## config.mk

```make
export PLATFORM = sky130hd
export DESIGN_NAME = rca_reg_config_bank_flat
export DESIGN_NICKNAME = d
export VERILOG_FILES = /design/src/rtl/rca_reg_config_bank_if.sv /design/src/rtl/rca_reg_config_bank.sv /design/src/flat_wrapper.sv
export SDC_FILE = /design/constraint.sdc
export NUM_CORES = 1
export LEC_CHECK = 0
export BUFFER_PORTS_ARGS = -buffer_cell sky130_fd_sc_hd__buf_2
export CAP_MARGIN = 30
export CORE_ASPECT_RATIO = 0.7
export CORE_MARGIN = 2
export CORE_UTILIZATION = 59
export DETAILED_ROUTE_END_ITERATION = 12
export PLACE_DENSITY = 0.89
export SLEW_MARGIN = 20
export SYNTH_ARGS = -nofsm -noshare
export SYNTH_HDL_FRONTEND = slang
export SYNTH_SLANG_ARGS = --single-unit
export TNS_END_PERCENT = 1
```

## constraint.sdc

```tcl
create_clock -name clk_i -period 1.93 [get_ports clk_i]
set_clock_uncertainty 0.05 [all_clocks]
set_input_delay 0.0965 -clock clk_i [delete_from_list [all_inputs] [get_ports clk_i]]
set_output_delay 0.0965 -clock clk_i [all_outputs]
set_load 0.01 [all_outputs]
```

## src/rtl/rca_reg_config_bank_if.sv

```systemverilog
// Config, commit and lookup bus of the RCA register mapping bank.
// master = CPU/issue side, slave = rca_reg_config_bank.
interface rca_reg_config_bank_if #(
  parameter int NUM_RCAS        = 4,
  parameter int NUM_READ_PORTS  = 5,
  parameter int NUM_WRITE_PORTS = 2,
  parameter int REG_ADDR_W      = 5
);
  localparam int RSEL_W =
    (NUM_RCAS > 1) ? $clog2(NUM_RCAS) : 1;
  localparam int MAXP =
    (NUM_READ_PORTS > NUM_WRITE_PORTS) ?
    NUM_READ_PORTS : NUM_WRITE_PORTS;
  localparam int PSEL_W =
    (MAXP > 1) ? $clog2(MAXP) : 1;

  logic                   cfg_valid;
  logic                   cfg_ready;
  logic [RSEL_W-1:0]      cfg_rca_sel;
  logic                   cfg_src_dest;
  logic [PSEL_W-1:0]      cfg_port_sel;
  logic [REG_ADDR_W-1:0]  cfg_reg_addr;
  logic                   cfg_err;

  logic                   commit_valid;
  logic [RSEL_W-1:0]      commit_rca_sel;
  logic                   commit_ready;

  logic                   lookup_valid;
  logic [RSEL_W-1:0]      lookup_rca_sel;
  logic                   lookup_out_valid;
  logic [NUM_READ_PORTS*REG_ADDR_W-1:0]
                          lookup_src_addrs;
  logic [NUM_WRITE_PORTS*REG_ADDR_W-1:0]
                          lookup_dest_addrs;

  modport master (
    output cfg_valid, cfg_rca_sel,
    output cfg_src_dest, cfg_port_sel,
    output cfg_reg_addr,
    output commit_valid, commit_rca_sel,
    output lookup_valid, lookup_rca_sel,
    input  cfg_ready, cfg_err,
    input  commit_ready,
    input  lookup_out_valid,
    input  lookup_src_addrs,
    input  lookup_dest_addrs
  );

  modport slave (
    input  cfg_valid, cfg_rca_sel,
    input  cfg_src_dest, cfg_port_sel,
    input  cfg_reg_addr,
    input  commit_valid, commit_rca_sel,
    input  lookup_valid, lookup_rca_sel,
    output cfg_ready, cfg_err,
    output commit_ready,
    output lookup_out_valid,
    output lookup_src_addrs,
    output lookup_dest_addrs
  );
endinterface

```

## src/rtl/rca_reg_config_bank.sv

```systemverilog
// Per-RCA register address mapping bank with registered lookup.
// RCA_CFG_SHADOW_EN: staging bank + idle-gated commit to active.
module rca_reg_config_bank #(
  parameter int NUM_RCAS        = 4,
  parameter int NUM_READ_PORTS  = 5,
  parameter int NUM_WRITE_PORTS = 2,
  parameter int REG_ADDR_W      = 5
) (
  input  logic                clk_i,
  input  logic                rst_ni,
  input  logic [NUM_RCAS-1:0] rca_busy_i,
  output logic [NUM_RCAS-1:0] dirty_o,
  rca_reg_config_bank_if.slave bus
);
  localparam int SRC_W = NUM_READ_PORTS * REG_ADDR_W;
  localparam int DST_W = NUM_WRITE_PORTS * REG_ADDR_W;

  localparam logic [1:0] S_IDLE = 2'd0;
  localparam logic [1:0] S_DONE = 2'd3;
`ifdef RCA_CFG_SHADOW_EN
  localparam logic [1:0] S_WAIT = 2'd1;
  localparam logic [1:0] S_COPY = 2'd2;
  localparam int RSEL_W =
    (NUM_RCAS > 1) ? $clog2(NUM_RCAS) : 1;
`endif

  typedef logic [REG_ADDR_W-1:0] addr_t;

  addr_t act_src_q [NUM_RCAS][NUM_READ_PORTS];
  addr_t act_dst_q [NUM_RCAS][NUM_WRITE_PORTS];

`ifdef RCA_CFG_SHADOW_EN
  addr_t stg_src_q [NUM_RCAS][NUM_READ_PORTS];
  addr_t stg_dst_q [NUM_RCAS][NUM_WRITE_PORTS];
  logic [NUM_RCAS-1:0] dirty_q;
  logic [NUM_RCAS-1:0] lat_oh;
  logic [NUM_RCAS-1:0] copy_oh;
  logic [RSEL_W-1:0]   sel_q, sel_d;
  logic                lat_busy;
`else
  logic                unused_commit_sel;
`endif

  logic [1:0]                 state_q, state_d;
  logic [NUM_RCAS-1:0]        cfg_oh;
  logic [NUM_RCAS-1:0]        lk_oh;
  logic [NUM_READ_PORTS-1:0]  src_oh;
  logic [NUM_WRITE_PORTS-1:0] dst_oh;
  logic                       cfg_fire;
  logic                       port_ok;
  logic                       wr_en;
  logic                       err_q;
  logic                       lk_vld_q;
  logic [SRC_W-1:0]           lk_src_d, lk_src_q;
  logic [DST_W-1:0]           lk_dst_d, lk_dst_q;

  // Out-of-range selects decode to all-zero one-hots.
  always_comb begin
    cfg_oh = '0;
    lk_oh  = '0;
    src_oh = '0;
    dst_oh = '0;
    for (int r = 0; r < NUM_RCAS; r++) begin
      cfg_oh[r] = (32'(bus.cfg_rca_sel) == r);
      lk_oh[r]  = (32'(bus.lookup_rca_sel) == r);
    end
    for (int p = 0; p < NUM_READ_PORTS; p++)
      src_oh[p] = !bus.cfg_src_dest &&
                  (32'(bus.cfg_port_sel) == p);
    for (int p = 0; p < NUM_WRITE_PORTS; p++)
      dst_oh[p] = bus.cfg_src_dest &&
                  (32'(bus.cfg_port_sel) == p);
  end

  assign port_ok  = (|src_oh) | (|dst_oh);
  assign cfg_fire = bus.cfg_valid & bus.cfg_ready;
  assign wr_en    = cfg_fire & port_ok & (|cfg_oh);

`ifdef RCA_CFG_SHADOW_EN
  always_comb begin
    lat_oh = '0;
    for (int r = 0; r < NUM_RCAS; r++)
      lat_oh[r] = (32'(sel_q) == r);
  end

  assign copy_oh  = (state_q == S_COPY) ? lat_oh : '0;
  assign lat_busy = |(rca_busy_i & lat_oh);

  always_ff @(posedge clk_i or negedge rst_ni) begin
    if (!rst_ni) begin
      for (int r = 0; r < NUM_RCAS; r++) begin
        for (int p = 0; p < NUM_READ_PORTS; p++) begin
          stg_src_q[r][p] <= '0;
          act_src_q[r][p] <= '0;
        end
        for (int p = 0; p < NUM_WRITE_PORTS; p++) begin
          stg_dst_q[r][p] <= '0;
          act_dst_q[r][p] <= '0;
        end
      end
    end else begin
      for (int r = 0; r < NUM_RCAS; r++) begin
        for (int p = 0; p < NUM_READ_PORTS; p++) begin
          if (wr_en && cfg_oh[r] && src_oh[p])
            stg_src_q[r][p] <= bus.cfg_reg_addr;
          if (copy_oh[r])
            act_src_q[r][p] <= stg_src_q[r][p];
        end
        for (int p = 0; p < NUM_WRITE_PORTS; p++) begin
          if (wr_en && cfg_oh[r] && dst_oh[p])
            stg_dst_q[r][p] <= bus.cfg_reg_addr;
          if (copy_oh[r])
            act_dst_q[r][p] <= stg_dst_q[r][p];
        end
      end
    end
  end

  always_ff @(posedge clk_i or negedge rst_ni) begin
    if (!rst_ni) begin
      dirty_q <= '0;
    end else begin
      dirty_q <= (dirty_q & ~copy_oh) |
                 (wr_en ? cfg_oh : '0);
    end
  end

  assign dirty_o       = dirty_q;
  assign bus.cfg_ready = (state_q == S_IDLE);
`else
  always_ff @(posedge clk_i or negedge rst_ni) begin
    if (!rst_ni) begin
      for (int r = 0; r < NUM_RCAS; r++) begin
        for (int p = 0; p < NUM_READ_PORTS; p++)
          act_src_q[r][p] <= '0;
        for (int p = 0; p < NUM_WRITE_PORTS; p++)
          act_dst_q[r][p] <= '0;
      end
    end else begin
      for (int r = 0; r < NUM_RCAS; r++) begin
        for (int p = 0; p < NUM_READ_PORTS; p++)
          if (wr_en && cfg_oh[r] && src_oh[p])
            act_src_q[r][p] <= bus.cfg_reg_addr;
        for (int p = 0; p < NUM_WRITE_PORTS; p++)
          if (wr_en && cfg_oh[r] && dst_oh[p])
            act_dst_q[r][p] <= bus.cfg_reg_addr;
      end
    end
  end

  // Writes land in active, so never touch an RCA in use.
  assign dirty_o       = '0;
  assign bus.cfg_ready = (state_q == S_IDLE) &
                         ~|(rca_busy_i & cfg_oh);
  assign unused_commit_sel = ^bus.commit_rca_sel;
`endif

  always_comb begin
    state_d = state_q;
`ifdef RCA_CFG_SHADOW_EN
    sel_d = sel_q;
`endif
    unique case (state_q)
      S_IDLE: begin
        if (bus.commit_valid) begin
`ifdef RCA_CFG_SHADOW_EN
          state_d = S_WAIT;
          sel_d   = bus.commit_rca_sel;
`else
          state_d = S_DONE;
`endif
        end
      end
`ifdef RCA_CFG_SHADOW_EN
      S_WAIT: begin
        if (!lat_busy)
          state_d = S_COPY;
      end
      S_COPY: state_d = S_DONE;
`endif
      S_DONE: state_d = S_IDLE;
      default: state_d = S_IDLE;
    endcase
  end

  always_ff @(posedge clk_i or negedge rst_ni) begin
    if (!rst_ni) begin
      state_q <= S_IDLE;
      err_q   <= 1'b0;
`ifdef RCA_CFG_SHADOW_EN
      sel_q   <= '0;
`endif
    end else begin
      state_q <= state_d;
      err_q   <= cfg_fire & ~port_ok;
`ifdef RCA_CFG_SHADOW_EN
      sel_q   <= sel_d;
`endif
    end
  end

  assign bus.cfg_err      = err_q;
  assign bus.commit_ready = (state_q == S_DONE);

  // Lookup reads active before any same-edge copy lands.
  always_comb begin
    lk_src_d = '0;
    lk_dst_d = '0;
    for (int r = 0; r < NUM_RCAS; r++) begin
      if (lk_oh[r]) begin
        for (int p = 0; p < NUM_READ_PORTS; p++)
          lk_src_d[p*REG_ADDR_W +: REG_ADDR_W] =
            act_src_q[r][p];
        for (int p = 0; p < NUM_WRITE_PORTS; p++)
          lk_dst_d[p*REG_ADDR_W +: REG_ADDR_W] =
            act_dst_q[r][p];
      end
    end
  end

  always_ff @(posedge clk_i or negedge rst_ni) begin
    if (!rst_ni) begin
      lk_vld_q <= 1'b0;
      lk_src_q <= '0;
      lk_dst_q <= '0;
    end else begin
      lk_vld_q <= bus.lookup_valid;
      if (bus.lookup_valid) begin
        lk_src_q <= lk_src_d;
        lk_dst_q <= lk_dst_d;
      end
    end
  end

  assign bus.lookup_out_valid  = lk_vld_q;
  assign bus.lookup_src_addrs  = lk_src_q;
  assign bus.lookup_dest_addrs = lk_dst_q;
endmodule

```

## src/flat_wrapper.sv

```systemverilog
// flat-port wrapper written by rule: the top's interface ports become plain ports
module rca_reg_config_bank_flat 
#(
  parameter int NUM_RCAS        = 4,
  parameter int NUM_READ_PORTS  = 5,
  parameter int NUM_WRITE_PORTS = 2,
  parameter int REG_ADDR_W      = 5
)
  (clk_i, rst_ni, rca_busy_i, dirty_o, bus_cfg_valid, bus_cfg_rca_sel, bus_cfg_src_dest, bus_cfg_port_sel, bus_cfg_reg_addr, bus_commit_valid, bus_commit_rca_sel, bus_lookup_valid, bus_lookup_rca_sel, bus_cfg_ready, bus_cfg_err, bus_commit_ready, bus_lookup_out_valid, bus_lookup_src_addrs, bus_lookup_dest_addrs);
  rca_reg_config_bank_if #(.NUM_RCAS(NUM_RCAS), .NUM_READ_PORTS(NUM_READ_PORTS), .NUM_WRITE_PORTS(NUM_WRITE_PORTS), .REG_ADDR_W(REG_ADDR_W)) bus_i ();
  input  logic clk_i;
  input  logic rst_ni;
  input  logic [NUM_RCAS-1:0] rca_busy_i;
  output logic [NUM_RCAS-1:0] dirty_o;
  input wire logic [$bits(bus_i.cfg_valid)-1:0] bus_cfg_valid;
  input wire logic [$bits(bus_i.cfg_rca_sel)-1:0] bus_cfg_rca_sel;
  input wire logic [$bits(bus_i.cfg_src_dest)-1:0] bus_cfg_src_dest;
  input wire logic [$bits(bus_i.cfg_port_sel)-1:0] bus_cfg_port_sel;
  input wire logic [$bits(bus_i.cfg_reg_addr)-1:0] bus_cfg_reg_addr;
  input wire logic [$bits(bus_i.commit_valid)-1:0] bus_commit_valid;
  input wire logic [$bits(bus_i.commit_rca_sel)-1:0] bus_commit_rca_sel;
  input wire logic [$bits(bus_i.lookup_valid)-1:0] bus_lookup_valid;
  input wire logic [$bits(bus_i.lookup_rca_sel)-1:0] bus_lookup_rca_sel;
  output wire logic [$bits(bus_i.cfg_ready)-1:0] bus_cfg_ready;
  output wire logic [$bits(bus_i.cfg_err)-1:0] bus_cfg_err;
  output wire logic [$bits(bus_i.commit_ready)-1:0] bus_commit_ready;
  output wire logic [$bits(bus_i.lookup_out_valid)-1:0] bus_lookup_out_valid;
  output wire logic [$bits(bus_i.lookup_src_addrs)-1:0] bus_lookup_src_addrs;
  output wire logic [$bits(bus_i.lookup_dest_addrs)-1:0] bus_lookup_dest_addrs;
  assign bus_i.cfg_valid = bus_cfg_valid;
  assign bus_i.cfg_rca_sel = bus_cfg_rca_sel;
  assign bus_i.cfg_src_dest = bus_cfg_src_dest;
  assign bus_i.cfg_port_sel = bus_cfg_port_sel;
  assign bus_i.cfg_reg_addr = bus_cfg_reg_addr;
  assign bus_i.commit_valid = bus_commit_valid;
  assign bus_i.commit_rca_sel = bus_commit_rca_sel;
  assign bus_i.lookup_valid = bus_lookup_valid;
  assign bus_i.lookup_rca_sel = bus_lookup_rca_sel;
  assign bus_cfg_ready = bus_i.cfg_ready;
  assign bus_cfg_err = bus_i.cfg_err;
  assign bus_commit_ready = bus_i.commit_ready;
  assign bus_lookup_out_valid = bus_i.lookup_out_valid;
  assign bus_lookup_src_addrs = bus_i.lookup_src_addrs;
  assign bus_lookup_dest_addrs = bus_i.lookup_dest_addrs;
  rca_reg_config_bank #(.NUM_RCAS(NUM_RCAS), .NUM_READ_PORTS(NUM_READ_PORTS), .NUM_WRITE_PORTS(NUM_WRITE_PORTS), .REG_ADDR_W(REG_ADDR_W)) u_core (.clk_i(clk_i), .rst_ni(rst_ni), .rca_busy_i(rca_busy_i), .dirty_o(dirty_o), .bus(bus_i));
endmodule
```

==> metrics, run 1 <==
DRT Pass-1 Iters 4; Clock Latency Late Sink 0.42 ns; number of global-route vias before repair 4743; Gate Count Post-Synth 473; Remaining DRCs 0; total CTS buffers 17; Area Growth Syn to Fin 14.7%; CP required 2.18 ns; Final Max Tran Viols 0; largest family of logic cells by synthesized area multiplexers; XOR/XNOR Fraction of Synth Area 0%; Clock Sinks 178; P per Cell Area 933 nW/um^2; status complete, no violations; Maximum Capacitance Violations 0; Yosys cell types 22; initial antenna violation count 0; ANT cells 0; simple logic cell fraction of the synthesized area 4.94%; Routability Congestion 0.740; Highest Signal Layer met4; IO Port Bufs 60; Post-Synth Adder-Cell Area 0%; DRT met1 WL 6.82 mm; chip width 141 um; Fin. Hold Viols 0; H-tree Lvls 4; first-pass GRT wire length 25.9 mm; Peak Freq 537 MHz; Leak 4.49 nW; multiplexer share of the synthesized area 35.6%; Worst Setup Start Kind flop; prevailing post-synth register cell dfrtp_1; wire per inst 22.2 um; via count 4377; antenna-violating nets left 0; crit path to u_core.act_src_q[40]; final WL 15.8 mm; Period minus WS final 1.86 ns; crit-path cells and3b_1, nand3_1, mux2_2; core area 13100 um^2; Slowest Stage Delay on Critical Path 0.47 ns; worst hold path stage count 3; Synth area leaders dfrtp_1, mux2_2, mux4_2, nor3b_4, nand3_1; setup TNS 0 ns; crit path max-delay cell type and3b_1; Cell Rows 35; Mean Syn Cell Area 16.5 um^2; worst flop-to-flop path startpoint u_core.state_q[0]; Setup-failing EPs final 0; Detailed Route Iter0 Violations 195; fraction of registers with async set/reset 100%; post-synth top area share 57.1%; most frequent cells in the layout dfrtp_1, mux2_2, buf_2; Crit path depth 3; DR WL met3 562 um; Slew HR 62.6%; Total Routing Usage GR 24.3%; Die H 100 um; clock buffer depth 2; Tcrit/Tclk final 96.4%; detailed placement HPWL 10.2 mm; Mapped Area 7800 um^2; R2R depth 3; Worst Setup Path Type reg -> reg; Synth Area in Compound Gates 0.208%; buffers plus inverters on the worst setup path 0; switching part of the total 23.3%; Worst setup startpoint u_core.state_q[0]; RSZ-0062 raised after global routing false; reg-to-reg endpoint u_core.act_src_q[40]; commonest non-fill, non-tap cell in the layout dfrtp_1; sequential area share after synthesis 57.1%; CTS tree built; Initial Util 59.8%; worst-path fanout max 8; DR vias/cell 6.12; R2R Setup Slk 0.07 ns; worst hold path type in -> reg; measured slew at the worst slew-check pin 0.561 ns; Logic pwr share 9.4%; IO Pins 67; die area 14200 um^2; Clock Tree Root clkbuf_16; Flop pwr share 49.2%; P_sw 1.95 mW; Peak VDD IR 0.000713 V; CP Capture Type flop; Pint 6.40 mW; largest net degree at the start of global routing 53; routed wl met2 8.22 mm; Nets 560; gr ovfl total 0; layout cells sized above 1 59.9%; area leader, netlist dfrtp_1; Clock Power Share 41.4%; Yosys Warn Count 0; number of synthesized register bits 178; EDFF count, synth 0; final hold slack 0.0356 ns; Critical Path AT 2.11 ns; Crit path max-delay family simple AND/OR/NAND/NOR gates; clock-pin transition on the worst setup and hold timing paths 0.07 ns
[worst min-delay path by stage]
stage / from / endpoint
6_report: bus_cfg_src_dest / u_core.bus.cfg_err
5_1_grt: bus_cfg_rca_sel[1] / u_core.bus.cfg_err
4_1_cts: bus_cfg_src_dest / u_core.bus.cfg_err
3_5_place_dp: rst_ni / u_core.bus.lookup_dest_addrs[8]
3_3_place_gp: rst_ni / u_core.bus.lookup_dest_addrs[8]
2_1_floorplan: rst_ni / u_core.act_dst_q[0]
[cells by family after synthesis]
logic type             Yosys count
AOI/OAI and AO/OA                2
buffers and inverters           36
DFF                            178
muxes                          211
other                            1
and+or+nand+nor                 45
[tightest hold or removal path, cell delays in order]
cell	delay, ns
buf_2	0.16
o221ai_1	0.16
nor3_1	0.05
[area by class of cell]
class	instances	area, um^2
Clock inverter	11	128
Clock buffer	21	470
Tap cell	166	208
Multi-Input combinational cell	262	3200
Fill cell	824	4100
Timing Repair Buffer	77	494
Sequential cell	178	4450
[power by group through the flow]
stage | Clock [mW] | Combinational, mW | Sequential, mW
2_1_floorplan | 0 | 0.472 | 4.17
3_3_place_gp | 0 | 0.754 | 4.15
3_5_place_dp | 0 | 0.785 | 4.17
4_1_cts | 3.51 | 0.801 | 4.11
5_1_grt | 3.64 | 0.857 | 4.13
6_report | 3.46 | 0.787 | 4.11
[state kept, by name, summed over array words and instances (netlist names)]
| register | flops |
|---|---|
| u_core.bus.lookup_out_valid | 1 |
| u_core.act_src_q | 100 |
| u_core.bus.lookup_src_addrs | 25 |
| u_core.state_q | 1 |
| u_core.act_dst_q | 40 |
| u_core.bus.cfg_err | 1 |
| u_core.bus.lookup_dest_addrs | 10 |
[synth_stat cells, types with 2 or more instances]
cell,count
buf_1,7
buf_4,5
nor4b_2,4
nor2_1,3
mux2_2,175
mux4_2,36
and3b_1,2
nor2b_1,2
clkbuf_1,17
and4bb_2,2
nor3b_4,6
dfrtp_1,178
buf_2,7
nand3_1,21
[routing by layer]
| metal | up-vias | track usage [%] |
|---|---|---|
| li1 | 1889 | - |
| met1 | 2369 | 32.3 |
| met2 | 96 | 40.9 |
| met3 | 23 | 4.34 |
| met4 | 0 | 9.08 |
| met5 | - | 0 |
[timing repair]
action	in CTS	in global routing
endpoints found under the hold margin	181	0
hold buffers	4	0
setup buffers	0	0
gates resized for setup	0	0
[through the flow]
stage,std cells,worst slack (ns),util (%),area [um^2],power (mW)
2_1_floorplan,476,0.0848,-,7820,4.64
3_3_place_gp,679,0.178,63.7,8310,4.90
3_5_place_dp,679,0.112,63.7,8310,4.96
4_1_cts,715,0.0818,68.6,8950,8.41
5_1_grt,715,0.00665,68.6,8950,8.63
6_report,715,0.0686,68.6,8950,8.35
(Power assumes the default switching activity.)
==> run 2, diff against run 1 <==
RECOVER_POWER = 25   (was not set)
==> run 2 against run 1 <==
Effect of this change: power barely moved; via count about the same; routed wire length is essentially flat; critical endpoint unchanged.
==> metrics, run 2 (synthesis gave the netlist of run 1 again) <==
status complete, no violations; Period minus WS final 1.86 ns (-0.00591 ns); Slew HR 37.3% (-25 points); first-pass GRT wire length 25.9 mm (unchanged); crit-path cells and3b_1, nand3_1, mux2_2; Area Growth Syn to Fin 14.5%; Top reg by flops u_core.act_src_q; Crit path max-delay family simple AND/OR/NAND/NOR gates; Worst Setup Path Type reg -> reg; Clock Tree Root clkbuf_16; Layout Cells excl Fill 715 (unchanged); clock-pin transition on the worst setup and hold timing paths 0.07 ns (about the same); Peak VDD IR 0.000713 V (about the same); Tcrit/Tclk final 96.1% (-0.31 points); Detailed Route Iter0 Violations 195 (unchanged); Final Max Tran Viols 0 (unchanged); Leak 4.48 nW (-0.21%); clock buffer depth 2 (unchanged); cts hold-fix bufs 4 (unchanged); final instance area 8930 um^2 (-0.22%); number of global-route vias before repair 4743 (unchanged); setup TNS 0 ns (unchanged); P per Cell Area 934 nW/um^2 (+0.16%); FF/Latch Area 4450 um^2 (unchanged); layout cells sized above 1 59.7% (-0.18 points); Post-DP Area 8310 um^2 (unchanged); detailed placement HPWL 10.2 mm (unchanged); core area 13100 um^2 (unchanged); gr ovfl total 0 (unchanged); Worst Setup Start Kind flop; Die H 100 um (unchanged); Remaining DRCs 0 (unchanged); DP Worst Slack 0.112 ns (unchanged); antenna-violating nets left 0 (unchanged); DRT Pass-1 Iters 4 (unchanged); IO Pins 67 (unchanged); CTS tree built; DR vias/cell 6.12 (about the same); CP required 2.18 ns (about the same); buffers plus inverters on the worst setup path 0 (unchanged); Nets 560 (unchanged); commonest non-fill, non-tap cell in the layout dfrtp_1; CP Capture Type flop; number of flip-flops in the largest register 100 (unchanged); worst-path fanout max 8 (unchanged); fillers 828 (+0.49%); Fin. Hold Viols 0 (unchanged); Maximum Capacitance Violations 0 (unchanged); area taken by multi-input logic gates 3200 um^2 (unchanged); ANT cells 0 (unchanged); R2R Setup Slk 0.07 ns (about the same); Placed Cells 679 (unchanged); Initial Util 59.8% (unchanged); largest net degree at the start of global routing 53 (unchanged); total CTS buffers 17 (unchanged); most frequent cells in the layout dfrtp_1, mux2_2, buf_2; H-tree Lvls 4 (unchanged); final core utilization 68.4% (-0.15 points); Cell Rows 35 (unchanged); Setup-failing EPs final 0 (unchanged); IO Port Bufs 60 (unchanged); die area 14200 um^2 (unchanged); final WL 15.8 mm (about the same); PostCTS Resize Cnt 0 (unchanged); measured slew at the worst slew-check pin 0.940 ns (+0.380 ns); Clock Sinks 178 (unchanged); wire per inst 22.1 um (about the same); Peak Freq 539 MHz (+0.32%); chip width 141 um (unchanged); initial antenna violation count 0 (unchanged); Slowest Stage Delay on Critical Path 0.47 ns (about the same); setup ws final 0.0745 ns (+0.00591 ns); crit path max-delay cell type and3b_1; via count 4376 (-0.023%); worst hold path type in -> reg; Clock Latency Late Sink 0.42 ns (about the same); Routability Congestion 0.740 (unchanged); Critical Path AT 2.11 ns (about the same); RSZ-0062 raised after global routing false; Total Routing Usage GR 24.3% (unchanged); post-CTS setup buffers 0 (unchanged)
-- run 2: cell type report --
class	count	share of cell area, %
Clock buffer	21	5.27
Timing Repair Buffer	77	5.31
Sequential cell	178	49.9
Clock inverter	11	1.43
Tap cell	166	2.33
Multi-Input combinational cell	262	35.8
-- run 2: worst paths after layout --
kind,from,to,depth (start not counted)
max in group asynchronous,rst_ni,u_core.act_src_q[24],3
worst min register to register,u_core.bus.lookup_src_addrs[3],u_core.bus.lookup_src_addrs[3],1
worst max-delay path,u_core.state_q[0],u_core.act_src_q[40],3
worst min-delay path,bus_cfg_src_dest,u_core.bus.cfg_err,3
worst max register to register,u_core.state_q[0],u_core.act_src_q[40],3
min in group asynchronous,rst_ni,u_core.bus.lookup_dest_addrs[8],2
-- run 2: per-layer routing --
| metal | wire, um | GRT usage, % |
|---|---|---|
| met5 | 0 | 0 |
| met2 | 8210 | 40.9 |
| met3 | 485 | 4.34 |
| met4 | 236 | 9.08 |
| met1 | 6900 | 32.3 |
-- run 2: worst min-delay path, cell delays in order --
cell and delay, ns:
buf_2 0.16, o221ai_1 0.16, nor3_1 0.05
-- run 2: power breakdown --
part           total (mW)  switching, mW  internal (mW)
combinational       0.782          0.383          0.399
sequential           4.11          0.129           3.98
clock                3.45           1.44           2.02
-- run 2: stage by stage --
stage / hold slack [ns] / total power, mW
final: 0.0356 / 8.34
after global routing: 0.0576 / 8.62
after CTS: 0.0263 / 8.41
after detailed placement: -0.0308 / 4.96
after global placement: -0.0405 / 4.90
after floorplan: -0.249 / 4.64
